==> src/rtl/carregador_instrucoes_pkg.sv <==
// Slot map and loader state encoding shared by the loader, the processor and the OS code.
package carregador_instrucoes_pkg;

  localparam int unsigned SLOT_SIZE = 32'd1000;
  localparam int unsigned NUM_SLOTS = 32'd7;

  localparam logic [2:0] SLOT_TROCA_CONTEXTO = 3'd0;
  localparam logic [2:0] SLOT_SO             = 3'd1;
  localparam logic [2:0] SLOT_PROG1          = 3'd2;
  localparam logic [2:0] SLOT_PROG2          = 3'd3;
  localparam logic [2:0] SLOT_PROG3          = 3'd4;
  localparam logic [2:0] SLOT_PROG4          = 3'd5;
  localparam logic [2:0] SLOT_PROG5          = 3'd6;

  typedef enum logic [1:0] {
    IDLE    = 2'd0,
    RECEBE  = 2'd1,
    ESCREVE = 2'd2,
    FIM     = 2'd3
  } estado_t;

  // First word address of a slot in instruction RAM.
  function automatic logic [31:0] base_do_slot(input logic [2:0] slot, input int unsigned tamanho);
    return 32'(slot) * tamanho;
  endfunction

endpackage

==> src/rtl/empacotador_bytes.sv <==
// Byte-to-word shift register: bytes enter MSB-first, word_pronto flags the byte
// that completes a word and palavra carries that completed word in the same cycle.
module empacotador_bytes #(
  parameter int DATA_WIDTH = 32
) (
  input  logic                  clock,
  input  logic                  reset_n,
  input  logic                  limpa,
  input  logic                  aceita,
  input  logic [7:0]            byte_in,
  output logic                  word_pronto,
  output logic [DATA_WIDTH-1:0] palavra
);

  localparam int BYTES  = DATA_WIDTH / 8;
  localparam int CONT_W = (BYTES > 1) ? $clog2(BYTES) : 1;
  localparam logic [CONT_W-1:0] ULTIMO = CONT_W'(BYTES - 1);

  logic [CONT_W-1:0]     contagem_r;
  logic [DATA_WIDTH-1:0] deslocamento_r;

  assign word_pronto = aceita && (contagem_r == ULTIMO);
  assign palavra     = (deslocamento_r << 8) | DATA_WIDTH'(byte_in);

  // Shift accepted bytes in and count them modulo the word size.
  always_ff @(posedge clock) begin
    if (!reset_n) begin
      contagem_r     <= '0;
      deslocamento_r <= '0;
    end else if (limpa) begin
      contagem_r     <= '0;
      deslocamento_r <= '0;
    end else if (aceita) begin
      deslocamento_r <= palavra;
      contagem_r     <= word_pronto ? '0 : contagem_r + CONT_W'(1);
    end
  end

endmodule

==> src/rtl/carregador_instrucoes.sv <==
// Program loader: packs a valid/ready byte stream into instruction words and writes
// them into the selected program slot of the instruction RAM.
import carregador_instrucoes_pkg::*;

module carregador_instrucoes #(
  parameter int          DATA_WIDTH = 32,
  parameter int          ADDR_WIDTH = 32,
  parameter int unsigned SLOT_SIZE  = 32'd1000,
  parameter int unsigned NUM_SLOTS  = 32'd7
) (
  input  logic                  clock,
  input  logic                  reset_n,
  input  logic                  start,
  input  logic [2:0]            slot,
  input  logic [9:0]            num_words,
  input  logic                  byte_valid,
  input  logic [7:0]            byte_data,
  output logic                  byte_ready,
  output logic                  we,
  output logic [ADDR_WIDTH-1:0] endereco_escrita,
  output logic [DATA_WIDTH-1:0] dado_escrita,
  output logic                  busy,
  output logic                  done,
  output logic                  erro,
  input  logic                  abort
);

  estado_t               estado_r;
  logic                  pronto_r;
  logic                  we_r;
  logic                  busy_r;
  logic                  done_r;
  logic                  erro_r;
  logic [ADDR_WIDTH-1:0] endereco_r;
  logic [DATA_WIDTH-1:0] dado_r;
  logic [ADDR_WIDTH-1:0] base_r;
  logic [9:0]            total_r;
  logic [9:0]            contagem_r;

  logic                  parametros_validos_s;
  logic                  aceita_s;
  logic                  limpa_s;
  logic                  word_pronto_s;
  logic [DATA_WIDTH-1:0] palavra_s;
  logic [9:0]            proxima_contagem_s;

  assign parametros_validos_s = (32'(slot) < NUM_SLOTS) && (num_words != 10'd0)
                                && (32'(num_words) <= SLOT_SIZE);
  // abort must win over a same-cycle handshake, so ready is masked combinationally.
  assign byte_ready         = pronto_r & ~abort;
  assign aceita_s           = byte_valid & byte_ready;
  assign limpa_s            = (estado_r != RECEBE) || abort;
  assign proxima_contagem_s = contagem_r + 10'd1;

  empacotador_bytes #(.DATA_WIDTH(DATA_WIDTH)) u_empacotador (
    .clock       (clock),
    .reset_n     (reset_n),
    .limpa       (limpa_s),
    .aceita      (aceita_s),
    .byte_in     (byte_data),
    .word_pronto (word_pronto_s),
    .palavra     (palavra_s)
  );

  // Load sequencing with all handshake, write-port and status outputs registered.
  always_ff @(posedge clock) begin
    if (!reset_n) begin
      estado_r   <= IDLE;
      pronto_r   <= 1'b0;
      we_r       <= 1'b0;
      busy_r     <= 1'b0;
      done_r     <= 1'b0;
      erro_r     <= 1'b0;
      endereco_r <= '0;
      dado_r     <= '0;
      base_r     <= '0;
      total_r    <= 10'd0;
      contagem_r <= 10'd0;
    end else begin
      we_r   <= 1'b0;
      done_r <= 1'b0;
      case (estado_r)
        IDLE: begin
          if (start && parametros_validos_s) begin
            base_r     <= ADDR_WIDTH'(base_do_slot(slot, SLOT_SIZE));
            total_r    <= num_words;
            contagem_r <= 10'd0;
            erro_r     <= 1'b0;
            busy_r     <= 1'b1;
            pronto_r   <= 1'b1;
            estado_r   <= RECEBE;
          end else if (start) begin
            erro_r <= 1'b1;
          end
        end
        RECEBE: begin
          if (abort) begin
            erro_r   <= 1'b1;
            busy_r   <= 1'b0;
            pronto_r <= 1'b0;
            estado_r <= IDLE;
          end else if (word_pronto_s) begin
            we_r       <= 1'b1;
            endereco_r <= base_r + ADDR_WIDTH'(contagem_r);
            dado_r     <= palavra_s;
            pronto_r   <= 1'b0;
            estado_r   <= ESCREVE;
          end
        end
        ESCREVE: begin
          contagem_r <= proxima_contagem_s;
          if (abort) begin
            erro_r   <= 1'b1;
            busy_r   <= 1'b0;
            estado_r <= IDLE;
          end else if (proxima_contagem_s == total_r) begin
            done_r   <= 1'b1;
            estado_r <= FIM;
          end else begin
            pronto_r <= 1'b1;
            estado_r <= RECEBE;
          end
        end
        FIM: begin
          busy_r   <= 1'b0;
          estado_r <= IDLE;
        end
        default: begin
          busy_r   <= 1'b0;
          pronto_r <= 1'b0;
          estado_r <= IDLE;
        end
      endcase
    end
  end

  assign we               = we_r;
  assign endereco_escrita = endereco_r;
  assign dado_escrita     = dado_r;
  assign busy             = busy_r;
  assign done             = done_r;
  assign erro             = erro_r;

endmodule
==> config.mk <==
export PLATFORM = sky130hd
export DESIGN_NAME = carregador_instrucoes
export DESIGN_NICKNAME = d
export VERILOG_FILES = /design/src/rtl/carregador_instrucoes_pkg.sv /design/src/rtl/empacotador_bytes.sv /design/src/rtl/carregador_instrucoes.sv
export SDC_FILE = /design/constraint.sdc
export NUM_CORES = 1
export LEC_CHECK = 0
export BUFFER_PORTS_ARGS = -buffer_cell sky130_fd_sc_hd__buf_2
export CAP_MARGIN = 20
export CORE_AREA = 2 2 110 112
export DETAILED_ROUTE_END_ITERATION = 10
export DIE_AREA = 0 0 112 114
export PLACE_DENSITY = 0.65
export SYNTH_ARGS = -nofsm -noshare
export SYNTH_HDL_FRONTEND = slang
export SYNTH_SLANG_ARGS = --single-unit
==> constraint.sdc <==
create_clock -name clock -period 4.19 [get_ports clock]
set_clock_uncertainty 0.2 [all_clocks]
set_input_delay 0.6285 -clock clock [delete_from_list [all_inputs] [get_ports clock]]
set_output_delay 0.6285 -clock clock [all_outputs]
set_load 0.05 [all_outputs]
* Word level (Yosys, flattened, before mapping)
Cells that the tools add are included.
Storage, ports and cells: register bits 127, input bits 26, word-level logic and storage cells 82
Operators by class: $add $sub $neg 3, multiply operators 1, order comparisons 2, equality and inequality tests 12, mux-type cells 23, bitwise logic cells 7, reduce and logical (&&, ||, !) cells 21
Operators with widths (count):
- $or A32 B8 Y32 | 1
- $pmux W10 S2 | 1
- $add A13 B10 Y14 | 1
- $mux W2 | 6
- $mux W1 | 11
- $add A10 B1 Y10 const B | 1
- $eq A10 B10 Y1 | 1
- $le A10 B10 Y1 const B | 1
- $mul A3 B7 Y10 const B | 1
- $mux W10 | 1
- $reduce_bool A10 Y1 | 1
- $pmux W2 S4 | 1
- $reduce_and A2 Y1 | 4
- $eq A2 B2 Y1 const B | 3
- $ne A2 B2 Y1 const B | 3
- $pmux W1 S3 | 2
- $reduce_and A3 Y1 | 2
- $reduce_or A3 Y1 | 2
- $reduce_and A5 Y1 | 1
- $logic_and A1 B1 Y1 | 4
- $ne A2 B1 Y1 const B | 2
- $not A1 Y1 | 4
- $reduce_bool A2 Y1 | 2
- $reduce_or A2 Y1 | 2
- 10 further kinds | 11

* Depth between registers and ports, before layout
depth in word-level cells 7, mapped depth 10

* Hierarchy
Synthesis repeated with hierarchy kept, for this count alone.
Second synthesis, totals: cells, all modules 612, area, all modules 5436.5 µm²
By module, submodules not included:
- carregador_instrucoes | instances 1, cells an instance 516, area each 4426.7 µm², seq. area each 1661.6 µm²
- empacotador_bytes | instances 1, cells an instance 96, area each 1009.7 µm², seq. area each 520.5 µm²

* Worst setup path before layout
Ideal clock, no wire load.
path type in2reg, from input abort, to register endereco_r[0], in the netlist endereco_escrita[0], setup time 70 ps, arrival 2474 ps, required time 3920 ps, setup slack 1446 ps, stages on the path 8, path through nor2b_1 and2_1 buf_2 and3_1 buf_2 buf_2 nand2_1 a21oi_1
Between the ends: word-level cells in the longest chain between the ends 5
Ends and longest elaborated chain:
- from (decl) | RTL line carregador_instrucoes.sv:25 | input logic abort
- $not A1 Y1 (no line) (*)
- $and A1 B1 Y1 | RTL line carregador_instrucoes.sv:50 | assign byte_ready = pronto_r & ~abort;
- $and A1 B1 Y1 | RTL line carregador_instrucoes.sv:51 | assign aceita_s = byte_valid & byte_ready;
- $logic_and A1 B1 Y1 | RTL line empacotador_bytes.sv:22 | assign word_pronto = aceita && (contagem_r == ULTIMO);
- $reduce_and A3 Y1 (no line) (*)
- to (signal assigned) | RTL line carregador_instrucoes.sv:104 | endereco_r <= base_r + ADDR_WIDTH'(contagem_r);
- to (decl) | RTL line carregador_instrucoes.sv:34 | logic [ADDR_WIDTH-1:0] endereco_r;
Every way passes the cells marked *; elsewhere a longest branch is shown, timed or not. A chain may end at the register's enable or synchronous reset.

* Final worst setup path
from register contagem_r[3], to register endereco_r[13], in the netlist endereco_escrita[13]
Between the ends: word-level cells in the longest chain between the ends 1
Ends and longest elaborated chain:
- from (decl) | RTL line carregador_instrucoes.sv:38 | logic [9:0] contagem_r;
- from (signal assigned) | RTL line carregador_instrucoes.sv:111 | contagem_r <= proxima_contagem_s;
- $add A13 B10 Y14 | RTL line carregador_instrucoes.sv:104
No other way between the ends.

==> results.py <==
metrics = {
    "grt": {
        "track_usage": 0.182,
        "use_met3": 0.0319,
        "grt_pass1_wl_um": 18900,
        "overflow": 0,
        "grt_max_degree": 39,
        "grt_antenna_before_repair": 0,
        "top_usage_layer": "met2",
        "grt_pass1_vias": 4018,
        "grt_use_met1": 0.224,
        "use_met2": 0.323,
    },
    "worst_setup_path": {
        "crit_fanout": 8,
        "required_ps": 4280,
        "cp_slowest_cell": "a2111oi_0",
        "crit_type": "flip-flop to flip-flop",
        "path_cells": "ha_1 -> inv_1 -> fa_1 -> nor2b_1 -> o21ai_0 -> a21oi_1 -> o21ai_0 -> a2111oi_0 -> a21oi_1 -> nor2_1",
        "cp.arrival_ps": 2840,
        "startpoint_type": "flip-flop",
        "max_stage_delay_ps": 530,
        "end_kind": "flip-flop",
    },
    "sta": {
        "drv_slew": 0,
        "relSlewSlack": 0.419,
        "rsz0062_at_grt": "false",
        "fin_ws_ps": 1440,
        "fin_crit_ps": 2750,
        "period_share": 0.656,
        "hold_viol_final": 0,
        "tightest_slew_ps": 869,
        "clock.fmax_mhz": 364,
        "finalSetupViolations": 0,
        "fin_setup_tns_ps": 0,
    },
    "route": {
        "avgRoutedWirePerCell_um": 13.6,
        "drt_iter0_drc": 225,
        "via_count": 4369,
        "drc": 0,
        "vias_per_cell": 5.18,
        "first_pass_iters": 4,
        "ant_nets": 0,
        "drt-total-wl_um": 11500,
    },
    "cts": {
        "holdBufCountCts": 0,
        "cts_setup_buffers": 0,
        "cts_resized": 0,
        "cts_inserted_buffers": 9,
        "clock_path_buffers": 2,
        "clock_sinks": 109,
        "root_buffer": "clkbuf_16",
        "clk_pin_slew_ps": 70,
        "clkLatencyLatePin_ps": 350,
        "htree_levels": 3,
        "cts_tree": "done",
    },
    "synthesis": {
        "synth-simple-area-share": 0.215,
        "ys_warn_count": 0,
        "async_reset_ff_frac": 0,
        "syn_area_um2": 5090,
        "synth-xor-area-share": 0.0379,
        "synth_flop_cell": "dfxtp_1",
        "synth_area_per_cell_um2": 8.02,
        "synth-edff-count": 0,
        "synthMuxAreaShare": 0.00860,
        "synth_fa_ha_area_frac": 0.0762,
        "ys_seq_area_frac": 0.429,
        "synth_top_family_by_area": "simple AND/OR/NAND/NOR gates",
        "ys_types": 50,
        "ys_seq_elements": 109,
        "synthCells": 635,
        "synth_compound_area_frac": 0.167,
    },
    "power": {
        "power.leakage_nw": 2.37,
        "total_power_mw": 2.34,
        "p_int_mw": 1.74,
        "peakVddDrop_mv": 0.220,
        "switchingPower_uw": 603,
        "pwr-share-seq": 0.464,
        "power_frac_comb": 0.125,
        "p_per_area_nw_per_um2": 402,
        "switching_share": 0.258,
        "clkPwrFrac": 0.411,
    },
    "floorplanning": {
        "rows": 40,
        "die_h_um": 114,
        "core-area_um2": 11700,
        "io_pins": 95,
        "start_util": 0.435,
        "dieArea_um2": 12800,
        "die-width_um": 112,
    },
    "placed_design": {
        "placed_cells": 829,
        "hpwlAfterDp_um": 8430,
        "port_buffers": 76,
        "pre_cts_ws_ps": 1210,
        "place_congestion": 0.862,
    },
    "worst_hold_path": {
        "hold_path_class": "flip-flop to flip-flop",
    },
    "outcome": {
        "status": "complete, no violations",
    },
    "cells_and_area": {
        "area_growth_pct": 14.5,
        "final_common_cell": "nand2_1",
        "fin_nets": 747,
        "fin_cells": 844,
        "num_antenna_cells": 0,
        "drive_gt1_frac": 0.156,
        "final_core_util": 0.498,
        "final_cell_mix": "nand2_1 (179), dfxtp_1 (109), a21oi_1 (101)",
    },
    "run": {
        "drv_cap": 0,
    },
}
-- per-stage QoR --
stage	area [µm²]	hold WS, ps
3_5_place_dp	5490	244
5_1_grt	5830	273
3_3_place_gp	5470	240
6_report	5830	250
4_1_cts	5830	253
2_1_floorplan	5150	230
-- registers in the layout, indices dropped and copies added, names as in the netlist --
| signal | cells |
|---|---|
| we | 1 |
| total_r | 10 |
| base_r | 10 |
| u_empacotador.deslocamento_r | 24 |
| contagem_r | 10 |
| busy | 1 |
| erro | 1 |
| u_empacotador.contagem_r | 2 |
| endereco_escrita | 14 |
| estado_r | 2 |
| done | 1 |
| pronto_r | 1 |
| dado_escrita | 32 |
-- kinds of logic (layout without fill, tap and decap cells) --
family,Yosys count,count (layout)
flops,109,109
buf+inv,67,112
fa+ha+maj,28,28
other cells,1,18
simple gates,255,255
compound gates,149,149
mux,4,4
xor+xnor,22,22
-- power groups by stage --
stage	clock network, mW	registers, mW	logic [mW]
after detailed placement	0	1.11	0.295
after CTS	0.979	1.09	0.296
after floorplan	0	1.11	0.229
after global routing	1.02	1.09	0.327
final	0.963	1.09	0.294
after global placement	0	1.11	0.283
-- worst max-delay path, delay by kind of cell (launching register included) --
family,cells,cell delay (ps)
compound gates,5,1060
fa+ha+maj,2,640
flops,1,510
simple gates,2,210
buf+inv,1,60
-- Yosys cell counts, types with 3 or more instances --
master	number	area, µm²
xnor2_1	13	114
nand4_1	3	18.8
nor2_1	23	86.3
nand2_1	179	672
buf_1	3	11.3
a211oi_1	6	45.0
ha_1	23	288
inv_1	15	56.3
a21oi_1	101	505
nand3_1	13	65.1
buf_4	19	143
and3_2	3	22.5
clkbuf_1	19	71.3
a21o_1	6	45.0
o21ai_0	14	70.1
o211a_1	4	40.0
mux2_2	3	33.8
nor3_1	12	60.1
dfxtp_1	109	2180
buf_2	10	50.1
nor2b_1	8	50.1
fa_1	5	100
xor2_1	9	78.8
-- cell type report --
type	count	area, µm²
Clock buffer	9	225
Clock inverter	6	111
Fill cell	1187	5880
Inverter	16	60.1
Multi-Input combinational cell	476	2640
Sequential cell	109	2180
Tap cell	147	184
Timing Repair Buffer	81	430
-- path summary, 6_finish.rpt --
check                              end  slack (ps)  cells after the start             start
setup / recovery  endereco_escrita[13]        1440                     10     contagem_r[3]
setup reg to reg  endereco_escrita[13]        1440                     10     contagem_r[3]
hold / removal        dado_escrita[27]         250                      2  dado_escrita[27]
hold reg to reg       dado_escrita[27]         250                      2  dado_escrita[27]
-- metal layers --
metal  wire length, µm  share of wire
met1              5000           0.44
met2              5680           0.50
met3               564          0.049
met4               210          0.018
met5                 0              0
(Power assumes the default switching activity.)
